--- src/rtl/pc_fetch_unit.sv ---
// pc_fetch_unit
// ----------------------------------------------------------------------------
// Instruction-fetch stage. It keeps the program counter, issues requests to
// instruction memory and fills the IF/ID pipeline register. It honours hazard
// stalls from the hazard unit and branch/jump redirects from later stages.
//
// A redirect (PCSource 1 or 2) takes priority over Stall and always flushes
// IF/ID (Valid_ID<=0) at the next edge.
//
// FSM states:
//   FETCH   - PC is on the bus. A returned word is accepted into IF/ID, or
//             parked in the hold buffer while stalled.
//   HOLD    - A word is parked while Stall is high. No request is issued.
//   DISCARD - A redirect arrived while an access was outstanding. The old
//             access runs to completion and its data is dropped; then fetch
//             resumes at the pending target.
//
// Handshake: IMemReq/IMemAddr form a request that is held stable until the
// cycle in which IMemReady is high. IMemData is valid only in that same
// cycle. No request is issued in HOLD or while rst_n is low.
//
// Ports:
//   clk, rst_n       rising-edge clock, synchronous active-low reset
//   PCSource[1:0]    0 seq, 1 branch, 2 jump, 3 reserved (acts as seq)
//   PC_branch[31:0]  branch target (bits [1:0] ignored)
//   PC_jump[31:0]    jump target (bits [1:0] ignored)
//   Stall            hold request for IF/ID
//   IMemReq          instruction-memory request
//   IMemAddr[31:0]   fetch address
//   IMemReady        access complete; IMemData valid this cycle
//   IMemData[31:0]   fetched word
//   Instr_ID[31:0]   IF/ID instruction
//   PC_plus4_ID      IF/ID fetch PC + 4
//   Valid_ID         IF/ID holds a real instruction
//   FetchCount       instructions loaded into IF/ID (FETCH_PERF_EN only)
//   FlushCount       redirect cycles (FETCH_PERF_EN only)
//   fsm_state[1:0]   debug view of the FSM: 0 FETCH, 1 DISCARD, 2 HOLD
//
// Configuration: define FETCH_PERF_EN to build the two performance counters.
// Without it, both counters read 0 and no counter flops are built.
// ----------------------------------------------------------------------------
module pc_fetch_unit #(
  parameter logic [31:0] RESET_PC = 32'h0000_0000
) (
  input  logic        clk,
  input  logic        rst_n,
  input  logic [1:0]  PCSource,
  input  logic [31:0] PC_branch,
  input  logic [31:0] PC_jump,
  input  logic        Stall,
  output logic        IMemReq,
  output logic [31:0] IMemAddr,
  input  logic        IMemReady,
  input  logic [31:0] IMemData,
  output logic [31:0] Instr_ID,
  output logic [31:0] PC_plus4_ID,
  output logic        Valid_ID,
  output logic [31:0] FetchCount,
  output logic [31:0] FlushCount,
  output logic [1:0]  fsm_state
);

  typedef enum logic [1:0] {
    FETCH   = 2'd0,
    DISCARD = 2'd1,
    HOLD    = 2'd2
  } state_t;

  state_t      state;
  logic [31:0] pc;
  logic [31:0] pend;
  logic [31:0] hold_buf;

  logic        redirect;
  logic [31:0] target;
  logic [31:0] pc_plus4;

  always_comb begin
    redirect = (PCSource == 2'd1) || (PCSource == 2'd2);
    target   = (PCSource == 2'd2) ? PC_jump : PC_branch;
    target   = target & 32'hFFFF_FFFC;
  end

  // Wraps naturally at 2^32.
  assign pc_plus4 = pc + 32'd4;

  // In DISCARD the PC is left untouched, so pc is still the outstanding
  // address and the bus stays stable until the access completes.
  assign IMemAddr  = pc;
  assign IMemReq   = rst_n && (state != HOLD);
  assign fsm_state = state;

  always_ff @(posedge clk) begin
    if (!rst_n) begin
      state       <= FETCH;
      pc          <= RESET_PC;
      pend        <= 32'd0;
      hold_buf    <= 32'd0;
      Instr_ID    <= 32'd0;
      PC_plus4_ID <= 32'd0;
      Valid_ID    <= 1'b0;
    end else begin
      case (state)
        FETCH: begin
          if (redirect) begin
            Valid_ID <= 1'b0;
            if (IMemReady) begin
              pc <= target;
            end else begin
              pend  <= target;
              state <= DISCARD;
            end
          end else if (IMemReady && !Stall) begin
            Instr_ID    <= IMemData;
            PC_plus4_ID <= pc_plus4;
            Valid_ID    <= 1'b1;
            pc          <= pc_plus4;
          end else if (IMemReady) begin
            // Stalled with a word in hand: park it, leave IF/ID alone.
            hold_buf <= IMemData;
            state    <= HOLD;
          end else if (!Stall) begin
            Valid_ID <= 1'b0;
          end
        end

        HOLD: begin
          if (redirect) begin
            Valid_ID <= 1'b0;
            pc       <= target;
            state    <= FETCH;
          end else if (!Stall) begin
            Instr_ID    <= hold_buf;
            PC_plus4_ID <= pc_plus4;
            Valid_ID    <= 1'b1;
            pc          <= pc_plus4;
            state       <= FETCH;
          end
        end

        DISCARD: begin
          if (redirect || !Stall) begin
            Valid_ID <= 1'b0;
          end
          if (IMemReady) begin
            // The newest redirect wins, even one landing on the ready cycle.
            pc    <= redirect ? target : pend;
            state <= FETCH;
          end else if (redirect) begin
            pend <= target;
          end
        end

        default: state <= FETCH;
      endcase
    end
  end

`ifdef FETCH_PERF_EN
  logic fetch_load;

  always_comb begin
    fetch_load = 1'b0;
    if (!redirect && !Stall) begin
      fetch_load = ((state == FETCH) && IMemReady) || (state == HOLD);
    end
  end

  always_ff @(posedge clk) begin
    if (!rst_n) begin
      FetchCount <= 32'd0;
      FlushCount <= 32'd0;
    end else begin
      if (fetch_load) FetchCount <= FetchCount + 32'd1;
      if (redirect)   FlushCount <= FlushCount + 32'd1;
    end
  end
`else
  assign FetchCount = 32'd0;
  assign FlushCount = 32'd0;
`endif

endmodule

--- config.mk ---
export PLATFORM = sky130hd
export DESIGN_NAME = pc_fetch_unit
export DESIGN_NICKNAME = d
export VERILOG_FILES = /design/src/rtl/pc_fetch_unit.sv
export SDC_FILE = /design/constraint.sdc
export NUM_CORES = 1
export LEC_CHECK = 0
export ABC_AREA = 1
export BUFFER_PORTS_ARGS = -buffer_cell sky130_fd_sc_hd__buf_2
export CAP_MARGIN = 5
export CORE_MARGIN = 2
export CORE_UTILIZATION = 56
export DETAILED_ROUTE_END_ITERATION = 6
export PLACE_DENSITY_LB_ADDON = 0.25
export SYNTH_ARGS = -nofsm -noshare
export SYNTH_HDL_FRONTEND = slang
export SYNTH_SLANG_ARGS = --single-unit
--- constraint.sdc ---
create_clock -name clk -period 3.98 [get_ports clk]
set_input_delay 1.194 -clock clk [delete_from_list [all_inputs] [get_ports clk]]
set_output_delay 1.194 -clock clk [all_outputs]
set_load 0.005 [all_outputs]
==> metrics.yaml <==
synth:
  ys.flop_type: "dfxtp_1"
  ys_seq_area_share_pct: 37.4
  netlist_instances: 1303
  synth.avg_cell_area_sq_um: 6.69
  yosysUniqueCellTypes: 32
  synth-async-reset-ratio_pct: 0
  syn_area_sq_mm: 0.00872
  synth_warnings: 0
  synth-seq-cells: 163
  synth_edf_count: 0
global_route:
  first_global_vias: 7651
  grt_pass1_wl_mm: 37.4
  globalRoute.totalOverflow: 0
  antenna_found_initial: 0
  grt_max_degree: 100
  grt_util_all_layers_pct: 28.2
placement:
  port_buffers: 197
  dpl.hpwl_mm: 15.7
  gp_congestion: 0.920
drt:
  wl_per_cell_microns: 14.2
  drt.antenna.violating_nets: 0
  drc: 0
  top_layer_used: "met4"
  first_pass_iters: 5
  dr_wl_met2_mm: 10.8
  vias_per_cell: 5.27
  met1Wirelength_mm: 10.5
  vias: 8732
  drtIter0Drc: 667
  drt_wl_total_mm: 23.6
  wl_met3_mm: 1.69
worst_setup_path:
  critPathCaptureType: "primary output"
  reg2reg_to: "IMemAddr[4]"
  worstReg2RegStart: "fsm_state[1]"
  reg2reg_depth: 8
  startpoint: "rst_n"
  setup.worst_path.class: "in2out"
  cp.arrival_ns: 1.95
  cp.required_ns: 2.79
  rrSetupSlack_ns: 1.66
  cp_max_fo: 53
  worstSetupStartpointType: "input pin"
min_path:
  hold_class: "reg2reg"
  min-delay-start: "pend[0]"
  hold_end: "pend[0]"
  min_path_cells: 2
timing:
  fin_crit_sh_pct: 78.9
  grt_setup_unrepaired: "no"
  finClkSkew_ns: 0.00839
  min_period_ns: 3.14
  hold_violations: 0
  max_freq_ghz: 0.318
  tightest_slew_ns: 1.10
  setup_viol: 0
  drv_slew: 0
  slew_headroom_pct: 26.8
  holdWs_ns: 0.456
  setup_tns_ns: 0
floorplan:
  rows: 45
  die-area_sq_mm: 0.0166
  core_area_sq_mm: 0.0152
  ios: 266
  die_h_microns: 129
  fp.dieW_microns: 129
  start_util_pct: 57.4
final_layout:
  final_cell_mix: "334 x nand2_1, 196 x buf_2, 163 x dfxtp_1, 163 x nor2_1, 117 x o21ai_0"
  nFillCells: 1420
  diodes: 0
  layout_commonest_cell: "nand2_1"
  multi_input_area_sq_mm: 0.00450
  seq_area_sq_mm: 0.00326
  post-route-util_pct: 66.5
  layout-drive-gt1-share_pct: 19.3
  layout.nets: 1563
  area_growth_pct: 15.9
pwr:
  p_sw_share_pct: 38.6
  power_uw: 6260
  clkPwrFrac_pct: 27.1
  sequentialPowerShare_pct: 38.5
  power_switching_uw: 2420
  p_leak_uw: 0.00494
  p_per_area_mw_per_mm2: 619
  vdd_drop_max_v: 0.000380
  internal-power_uw: 3840
  comb_power_share_pct: 34.4
clock_network:
  clock_path_buffers: 2
  numClockSinks: 163
  clkSlewWorstSetupHoldPaths_ns: 0.06
  cts_tree: "done"
  post_cts_buffers: 0
  worstSkewPairLatency_ns: 0.44
  cts_root_buffer: "clkbuf_16"
  postCtsHoldBufs: 0
  cts_max_level: 4
  ctsResizeCount: 0
  numCtsBuffers: 17
flow_run:
  cap_violations: 0
outcome:
  status: "complete, no violations"
worst max path at each step:
stage / to / slack [ns]
after global routing: IMemReq / 0.74
after detailed placement: IMemAddr[4] / 0.80
after floorplan: IMemReq / 1.11
after global placement: IMemReq / 0.83
final: IMemReq / 0.84
after CTS: IMemReq / 0.84
cell type report:
type	instances	share of cell area, %
Clock buffer	20	4.62
Clock inverter	12	1.41
Inverter	99	3.69
Multi-Input combinational cell	961	44.5
Sequential cell	163	32.3
Tap cell	188	2.33
Timing Repair Buffer	213	11.2
metal layers:
metal | vias to the layer above | GRT usage, %
met2 | 358 | 45.6
li1 | 4400 | -
met4 | 0 | 10.3
met5 | - | 0
met1 | 3932 | 37.6
met3 | 42 | 5.65
worst max-delay path: stages:
cell and delay [ns]:
buf_4 0.40, inv_1 0.11, nor2_1 0.10, buf_2 0.13
state kept, by name, summed over array words and instances (netlist names):
name	flops
fsm_state	2
Instr_ID	32
hold_buf	32
Valid_ID	1
PC_plus4_ID	32
IMemAddr	32
pend	32
metrics by stage:
stage / worst slack [ns] / std cells / cell area [sq um]
3_3_place_gp: 0.831 / 1624 / 9500
5_1_grt: 0.738 / 1656 / 10100
4_1_cts: 0.845 / 1656 / 10100
3_5_place_dp: 0.800 / 1624 / 9500
2_1_floorplan: 1.11 / 1366 / 8960
6_report: 0.840 / 1656 / 10100
Yosys cell counts, types with 5 or more instances:
master / instances / share of area [%]
inv_1: 95 / 4.1
dfxtp_1: 163 / 37
nor2_1: 165 / 7.1
o21ai_1: 67 / 3.8
o211ai_1: 6 / 0.52
nand3b_1: 5 / 0.43
mux2_2: 14 / 1.8
nand2_1: 334 / 14
o21ai_0: 117 / 6.7
clkbuf_1: 45 / 1.9
a31oi_1: 70 / 5.0
a21oi_1: 52 / 3.0
nor2_2: 6 / 0.43
buf_2: 15 / 0.86
buf_1: 7 / 0.30
nor2_4: 5 / 0.65
buf_4: 76 / 6.5
xor2_1: 15 / 1.5
nand3_1: 19 / 1.1
ha_1: 6 / 0.86
power groups by stage:
stage | sequential, uW | clock (uW) | combinational, uW
final | 2410 | 1700 | 2150
after global routing | 2460 | 1780 | 2430
after CTS | 2400 | 1700 | 2150
after detailed placement | 2430 | 0 | 2130
after global placement | 2420 | 0 | 2090
after floorplan | 2390 | 0 | 1410
logic make-up (layout without fill, tap and decap cells):
logic type | count (synthesis) | in the layout | synth area share (%)
mux | 14 | 14 | 1.81
flops | 163 | 163 | 37.4
buf+inv | 242 | 344 | 13.9
simple gates | 543 | 543 | 24.8
fa+ha+maj | 6 | 6 | 0.861
compound gates | 319 | 319 | 19.7
xor+xnor | 15 | 15 | 1.51
other cells | 1 | 64 | 0.0430
Power figures use the tool's default switching activity.
